**src/rtl/div_result_fifo.sv**
```systemverilog
// Result FIFO that buffers quotient/remainder pairs coming out of the pipelined divider.
// Latency: first-word-fall-through; an entry pushed on edge k is at the head from edge k.
// Backpressure: none towards the divider; a result arriving while full with no pop is dropped.
// Optional build macro DIV_RESULT_FIFO_OVF_EN enables the sticky OVF drop flag (otherwise OVF=0).

module div_result_fifo #(
    parameter int tamanyo     = 32,
    parameter int profundidad = 8
) (
    input  logic                           CLK,
    input  logic                           RSTa,
    input  logic                           Done_in,
    input  logic [tamanyo-1:0]             Coc_in,
    input  logic [tamanyo-1:0]             Res_in,
    input  logic                           Out_ready,
    input  logic                           Clr_ovf,
    output logic                           Out_valid,
    output logic [tamanyo-1:0]             Coc_out,
    output logic [tamanyo-1:0]             Res_out,
    output logic [$clog2(profundidad):0]   Count,
    output logic                           Full,
    output logic                           Empty,
    output logic                           OVF
);

    localparam int PW = $clog2(profundidad);
    localparam int CW = PW + 1;

    typedef struct packed {
        logic [tamanyo-1:0] coc;
        logic [tamanyo-1:0] res;
    } entry_t;

    entry_t          mem_q [profundidad];
    entry_t          mem_d [profundidad];
    logic [PW-1:0]   wr_ptr_q, wr_ptr_d;
    logic [PW-1:0]   rd_ptr_q, rd_ptr_d;
    logic [CW-1:0]   count_q, count_d;
    logic            ovf_q, ovf_d;

    logic            full;
    logic            empty;
    logic            pop;
    logic            push;
    logic            drop;

    // Occupancy flags come straight from the registered count, so nothing here
    // depends combinationally on Done_in.
    always_comb begin
        full  = (count_q == CW'(profundidad));
        empty = (count_q == '0);
    end

    // Push/pop decision, storage write and pointer/count bookkeeping.
    // A pop on the same edge frees a slot, so a full FIFO can still accept a result.
    always_comb begin
        pop      = !empty && Out_ready;
        push     = Done_in && (!full || pop);
        drop     = Done_in && !push;

        mem_d    = mem_q;
        wr_ptr_d = wr_ptr_q;
        rd_ptr_d = rd_ptr_q;
        count_d  = count_q;

        if (push) begin
            mem_d[wr_ptr_q] = '{coc: Coc_in, res: Res_in};
            // Depth is a power of two, so the natural wrap of the pointer is gap-free.
            wr_ptr_d        = wr_ptr_q + PW'(1);
        end
        if (pop) begin
            rd_ptr_d = rd_ptr_q + PW'(1);
        end

        unique case ({push, pop})
            2'b10:   count_d = count_q + CW'(1);
            2'b01:   count_d = count_q - CW'(1);
            default: count_d = count_q;
        endcase
    end

`ifdef DIV_RESULT_FIFO_OVF_EN
    // Sticky drop flag: a drop wins over a coincident clear so no loss goes unreported.
    always_comb begin
        ovf_d = ovf_q;
        if (drop) begin
            ovf_d = 1'b1;
        end else if (Clr_ovf) begin
            ovf_d = 1'b0;
        end
    end
`else
    // Flag not built: it stays at zero and both the clear and the drop event go unused.
    logic unused_ovf_inputs;
    always_comb begin
        ovf_d             = 1'b0;
        unused_ovf_inputs = Clr_ovf | drop;
    end
`endif

    // State registers; reset is asynchronous and also scrubs the storage array.
    always_ff @(posedge CLK or negedge RSTa) begin
        if (!RSTa) begin
            mem_q    <= '{default: '0};
            wr_ptr_q <= '0;
            rd_ptr_q <= '0;
            count_q  <= '0;
            ovf_q    <= 1'b0;
        end else begin
            mem_q    <= mem_d;
            wr_ptr_q <= wr_ptr_d;
            rd_ptr_q <= rd_ptr_d;
            count_q  <= count_d;
            ovf_q    <= ovf_d;
        end
    end

    // Head presentation; data outputs are forced to zero whenever nothing is stored.
    always_comb begin
        Out_valid = !empty;
        Coc_out   = empty ? '0 : mem_q[rd_ptr_q].coc;
        Res_out   = empty ? '0 : mem_q[rd_ptr_q].res;
        Count     = count_q;
        Full      = full;
        Empty     = empty;
        OVF       = ovf_q;
    end

endmodule
```
**config.mk**
```make
export PLATFORM = sky130hd
export DESIGN_NAME = div_result_fifo
export DESIGN_NICKNAME = d
export VERILOG_FILES = /design/src/rtl/div_result_fifo.sv
export SDC_FILE = /design/constraint.sdc
export NUM_CORES = 1
export LEC_CHECK = 0
export CAP_MARGIN = 20
export CORE_UTILIZATION = 60
export DETAILED_ROUTE_END_ITERATION = 7
export GPL_TIMING_DRIVEN = 0
export HOLD_SLACK_MARGIN = 0.05
export PLACE_DENSITY = 0.82
export SYNTH_ARGS = -nofsm -noshare
export SYNTH_HDL_FRONTEND = slang
export SYNTH_SLANG_ARGS = --single-unit
```
**constraint.sdc**
```tcl
create_clock -name CLK -period 2.89 [get_ports CLK]
set_clock_uncertainty 0.15 [all_clocks]
set_input_delay 0.578 -clock CLK [delete_from_list [all_inputs] [get_ports CLK]]
set_output_delay 0.578 -clock CLK [all_outputs]
set_load 0.05 [all_outputs]
```
; Word-level counts from Yosys, hierarchy flattened
; Index checks and enable logic that the tools add are counted.
[classes]
n_addsub = 4
magnitude_cmp = 3
n_eq_ne = 3
n_mux = 9
n_bitwise = 2
n_reduce_logical = 8
[op_table]
columns = operator, n
row1 = 512-bit bitwise mux, 1
row2 = 64-bit binary-select mux with 3-bit select, 1
row3 = 64-bit demux with 3-bit select, 1
row4 = 64-bit two-way mux, 3
row5 = 32-bit two-way mux, 2
row6 = "4-bit >= comparator, second input constant", 2
row7 = 3-bit NOT with 4-bit output, 2
row8 = 4-bit one-hot mux with 2 select lines, 1
row9 = "3-bit by 1-bit adder with 3-bit output, second input constant", 2
row10 = "4-bit by 1-bit adder with 4-bit output, second input constant", 1
row11 = "4-bit == test, second input constant", 1
row12 = 4-bit zero test, 1
row13 = "4-bit by 1-bit less-than comparator with 1-bit output, second input constant", 1
row14 = "4-bit by 1-bit subtractor with 4-bit output, second input constant", 1
row15 = 1-bit logical AND, 3
row16 = "2-bit by 1-bit == test with 1-bit output, second input constant", 1
row17 = "2-bit == test, second input constant", 1
row18 = 1-bit zero test, 2
row19 = 2-bit nonzero test, 1
row20 = 1-bit logical OR, 1
[totals]
regBits = 522
inputBits = 69
out_inout_bits = 72
word_cells = 48

; Longest topological paths before layout
[depth]
ltp_word = 7
mapped_depth = 11
depth_no_buf = 10

; Worst setup path before layout
; OpenSTA, ideal clock, no wires.
[synth_timing]
path_kind = flip-flop to output port
startpoint = register count_q[2], in the netlist Count[2]
endpoint = output port Coc_out[22]
t_arrival_ns = 2.500
t_required_ns = 2.162
slack_ns = -0.338
stages_incl_launch_ff = 5
path_buffers = 1
cell_sequence = dfrtp_1 -> or4_4 -> inv_1 -> clkbuf_1 -> nor2_1
[synth_via]
elab_chain_cells = 2
[synth_lines]
columns = item, line_no
row1 = start: declaration, 38  ; logic [CW-1:0] count_q, count_d;
row2 = start signal: assignment, 113  ; count_q <= count_d;
row3 = 4-bit zero test, 51  ; empty = (count_q == '0);
row4 = net Empty, 22  ; output logic Empty,
row5 = 32-bit two-way mux, 121  ; Coc_out = empty ? '0 : mem_q[rd_ptr_q].coc;
row6 = end: declaration, 18  ; output logic [tamanyo-1:0] Coc_out,
; The timed path passes the listed nets, and every way through them passes these cells.

; Final worst setup path
[layout_timing]
startpoint = register rd_ptr_q[0]
endpoint = output port Res_out[6]
[layout_via]
elab_chain_cells = 5
[layout_lines]
columns = item, line_no
row1 = start: declaration, 37  ; logic [PW-1:0] rd_ptr_q, rd_ptr_d;
row2 = start signal: assignment, 112  ; rd_ptr_q <= rd_ptr_d;
row3 = 3-bit NOT with 4-bit output (implied by the code), 122  ; Res_out = empty ? '0 : mem_q[rd_ptr_q].res;
row4 = 64-bit binary-select mux with 3-bit select, 122
row5 = 64-bit two-way mux (implied by the code) (2 in series), 122
row6 = 32-bit two-way mux, 122
row7 = end: declaration, 19  ; output logic [tamanyo-1:0] Res_out,
; Every way passes these cells. The select of a mux whose other input is x is not followed.

==> results.toml <==
[synth]
synth.distinct_cells = 34
synth_area_sq_mm = 0.0239
synth_ff_type = "dfrtp_1"
yosys_register_bits = 522
async_reset_ff_share_pct = 100
synth_edf_count = 0
postSynthAreaPerCell_sq_um = 16.7
yosysTopAreaCell = "dfrtp_1"
syn_inst = 1435
synth.most_common_cell = "dfrtp_1"
syn_nets = 1509
yosysTopAreaCellShare_pct = 54.6
ys_warn_count = 0
yosys-top-cells-area = "dfrtp_1, mux2_2, mux4_2"
ys_top_cells_by_count = "dfrtp_1, mux2_2, mux4_2, nor2_1, mux2i_1"
yosysSeqAreaShare_pct = 54.6

[timing]
max_freq_mhz = 304
tightest_slew_ns = 0.870
fin_ws_ns = -0.400
hold_slack_ns = 0.179
hold_viol = 0
slew_headroom_pct = 42.0
setup_viol = 64
drv_slew = 0
min_period_over_period_pct = 114
rsz0062_at_grt = "true"
fin_crit_ns = 3.29

[layout]
register_area_sq_mm = 0.0131
num-nets-final = 1719
area_growth_pct = 18.5
fin_util_pct = 72.7
final_area_sq_mm = 0.0283
antenna_cells = 0
multi_input_area_sq_mm = 0.0103
drive_above_1_share_pct = 53.5
filler_cell_count = 2371

[clock_network]
cts.sinks = 522
clk_latency_ns = 0.59
clk_path_buf_depth = 3
h-tree-depth = 2
cts_buffers = 53
clk_pin_slew_ns = 0.06
cts_tree = "yes"
root_buffer = "clkbuf_16"

[global_route]
grt-ovfl-total = 0
grt_max_degree = 128
grt_pass1_wl_um = 84200
antenna_found_initial = 1
grt_pass1_vias = 14446
grt_use_total_pct = 27.2

[die]
io_pins = 141
initial_core_util_pct = 61.3
num_rows = 72
die_w_um = 202
coreArea_sq_mm = 0.0390
fp.dieH_um = 202
dieArea_sq_mm = 0.0407

[critical_path]
cp_max_fo = 10
arrival_ns = 2.56
ff2ff_path_depth = 10
worst-endpoint-required_ns = 2.16
startpoint_type = "flip-flop"
rr_startpoint = "Count[2]"
r2r_end = "Count[2]"
worst_setup_path_end_kind = "output port"
critical_path_class = "reg -> out"
r2r_setup_slack_ns = 0.16

[detailed_routing]
drtIter0Drc = 717
routed_wl_um = 53700
ant_nets = 0
drc = 0
first_pass_iters = 4
vias = 13377
viasPerCell = 6.06
wl_per_cell_um = 24.3

[placed_design]
gp_congestion = 0.770
port_buffers = 137
dp_hpwl_um = 33100
dp_slack_ns = -1.03
dpl-instance-area_sq_mm = 0.0261

[worst_hold_path]
worstHoldEndpoint = "wr_ptr_q[2]"
min_path_type = "in -> reg"
hp-start = "Done_in"
hold_path_depth = 3

[run_status]
status = "finished, violations left"
violations = "setup timing"

[run]
cap_violations = 0
layer usage:
layer	GRT usage (%)	vias to the layer above	share of wire, %
li1	-	5800	-
met1	39.0	7227	45
met2	43.3	278	50
met3	4.68	70	4.1
met4	7.58	2	1.8
met5	0	-	0.024
kinds of logic after synthesis:
kind of cell | share of synthesized area (%)
muxes | 39.9
DFF | 54.6
buffers and inverters | 2.68
and+or+nand+nor | 2.07
xor gates and xnor gates | 0.330
adders and majority gates | 0.262
AOI/OAI and AO/OA | 0.115
other | 0.0157
cells in the final DEF (no fill, tap or decap), types with 3 or more instances in the layout:
cell type,count
buf_12,10
buf_16,9
buf_2,62
buf_4,22
buf_6,53
buf_8,3
clkbuf_1,17
clkbuf_16,61
clkbuf_4,9
clkbuf_8,15
clkdlybuf4s50_1,69
clkinv_2,9
dfrtp_1,517
dfrtp_2,5
ha_1,4
mux2_1,34
mux2_2,421
mux2_4,60
mux2i_1,52
mux2i_2,7
mux2i_4,5
mux4_2,128
nand3_4,3
nand4_4,4
nor2_1,59
nor2_2,8
xnor2_1,4
xor2_1,5
worst max-delay path by stage:
| stage | from | endpoint | slack (ns) | depth (start not counted) |
|---|---|---|---|---|
| 2_1_floorplan | Count[2] | Count[2] | 0.02 | 10 |
| 3_3_place_gp | RSTa | Count[0] | -22.65 | 1 |
| 3_5_place_dp | rd_ptr_q[1] | Coc_out[31] | -1.03 | 6 |
| 4_1_cts | rd_ptr_q[0] | Coc_out[29] | -0.36 | 6 |
| 5_1_grt | rd_ptr_q[0] | Coc_out[30] | -0.43 | 6 |
| 6_report | rd_ptr_q[0] | Res_out[6] | -0.40 | 6 |
worst max-delay path, stage by stage, from the launching register on:
cell	delay, ns
dfrtp_2	0.52
clkbuf_16	0.25
buf_12	0.17
mux4_2	0.54
mux2i_2	0.21
nor2_1	0.10
buf_6	0.16
state kept, by name, summed over array words and instances (netlist names):
| register | count |
|---|---|
| mem_q | 512 |
| Count | 4 |
| wr_ptr_q | 3 |
| rd_ptr_q | 3 |
final cells by class:
type,count,area share [%]
buffer,96,3.47
tap,518,2.29
clock inverter,14,0.459
multi-input combinational,816,36.4
timing repair buffer,155,5.49
clock buffer,85,5.75
inverter,1,0.0132
sequential,522,46.1
through the flow:
step | cells | setup TNS, ns
floorplan | 1435 | 0
global placement | 2090 | -
detailed placement | 2095 | -54.35
CTS | 2195 | -18.53
global route | 2207 | -23.53
finish | 2207 | -19.40
what timing repair did:
action	CTS	global route
gates cloned	0	6
buffers inserted	0	6
pin swaps	0	1
endpoints found under the hold margin	126	0
resized for setup	423	108
setup endpoints to repair	67	65
hold buffers	1	0
Power is not shown: default switching activity piles up to over one toggle a cycle in this logic, so the estimate is an artifact.
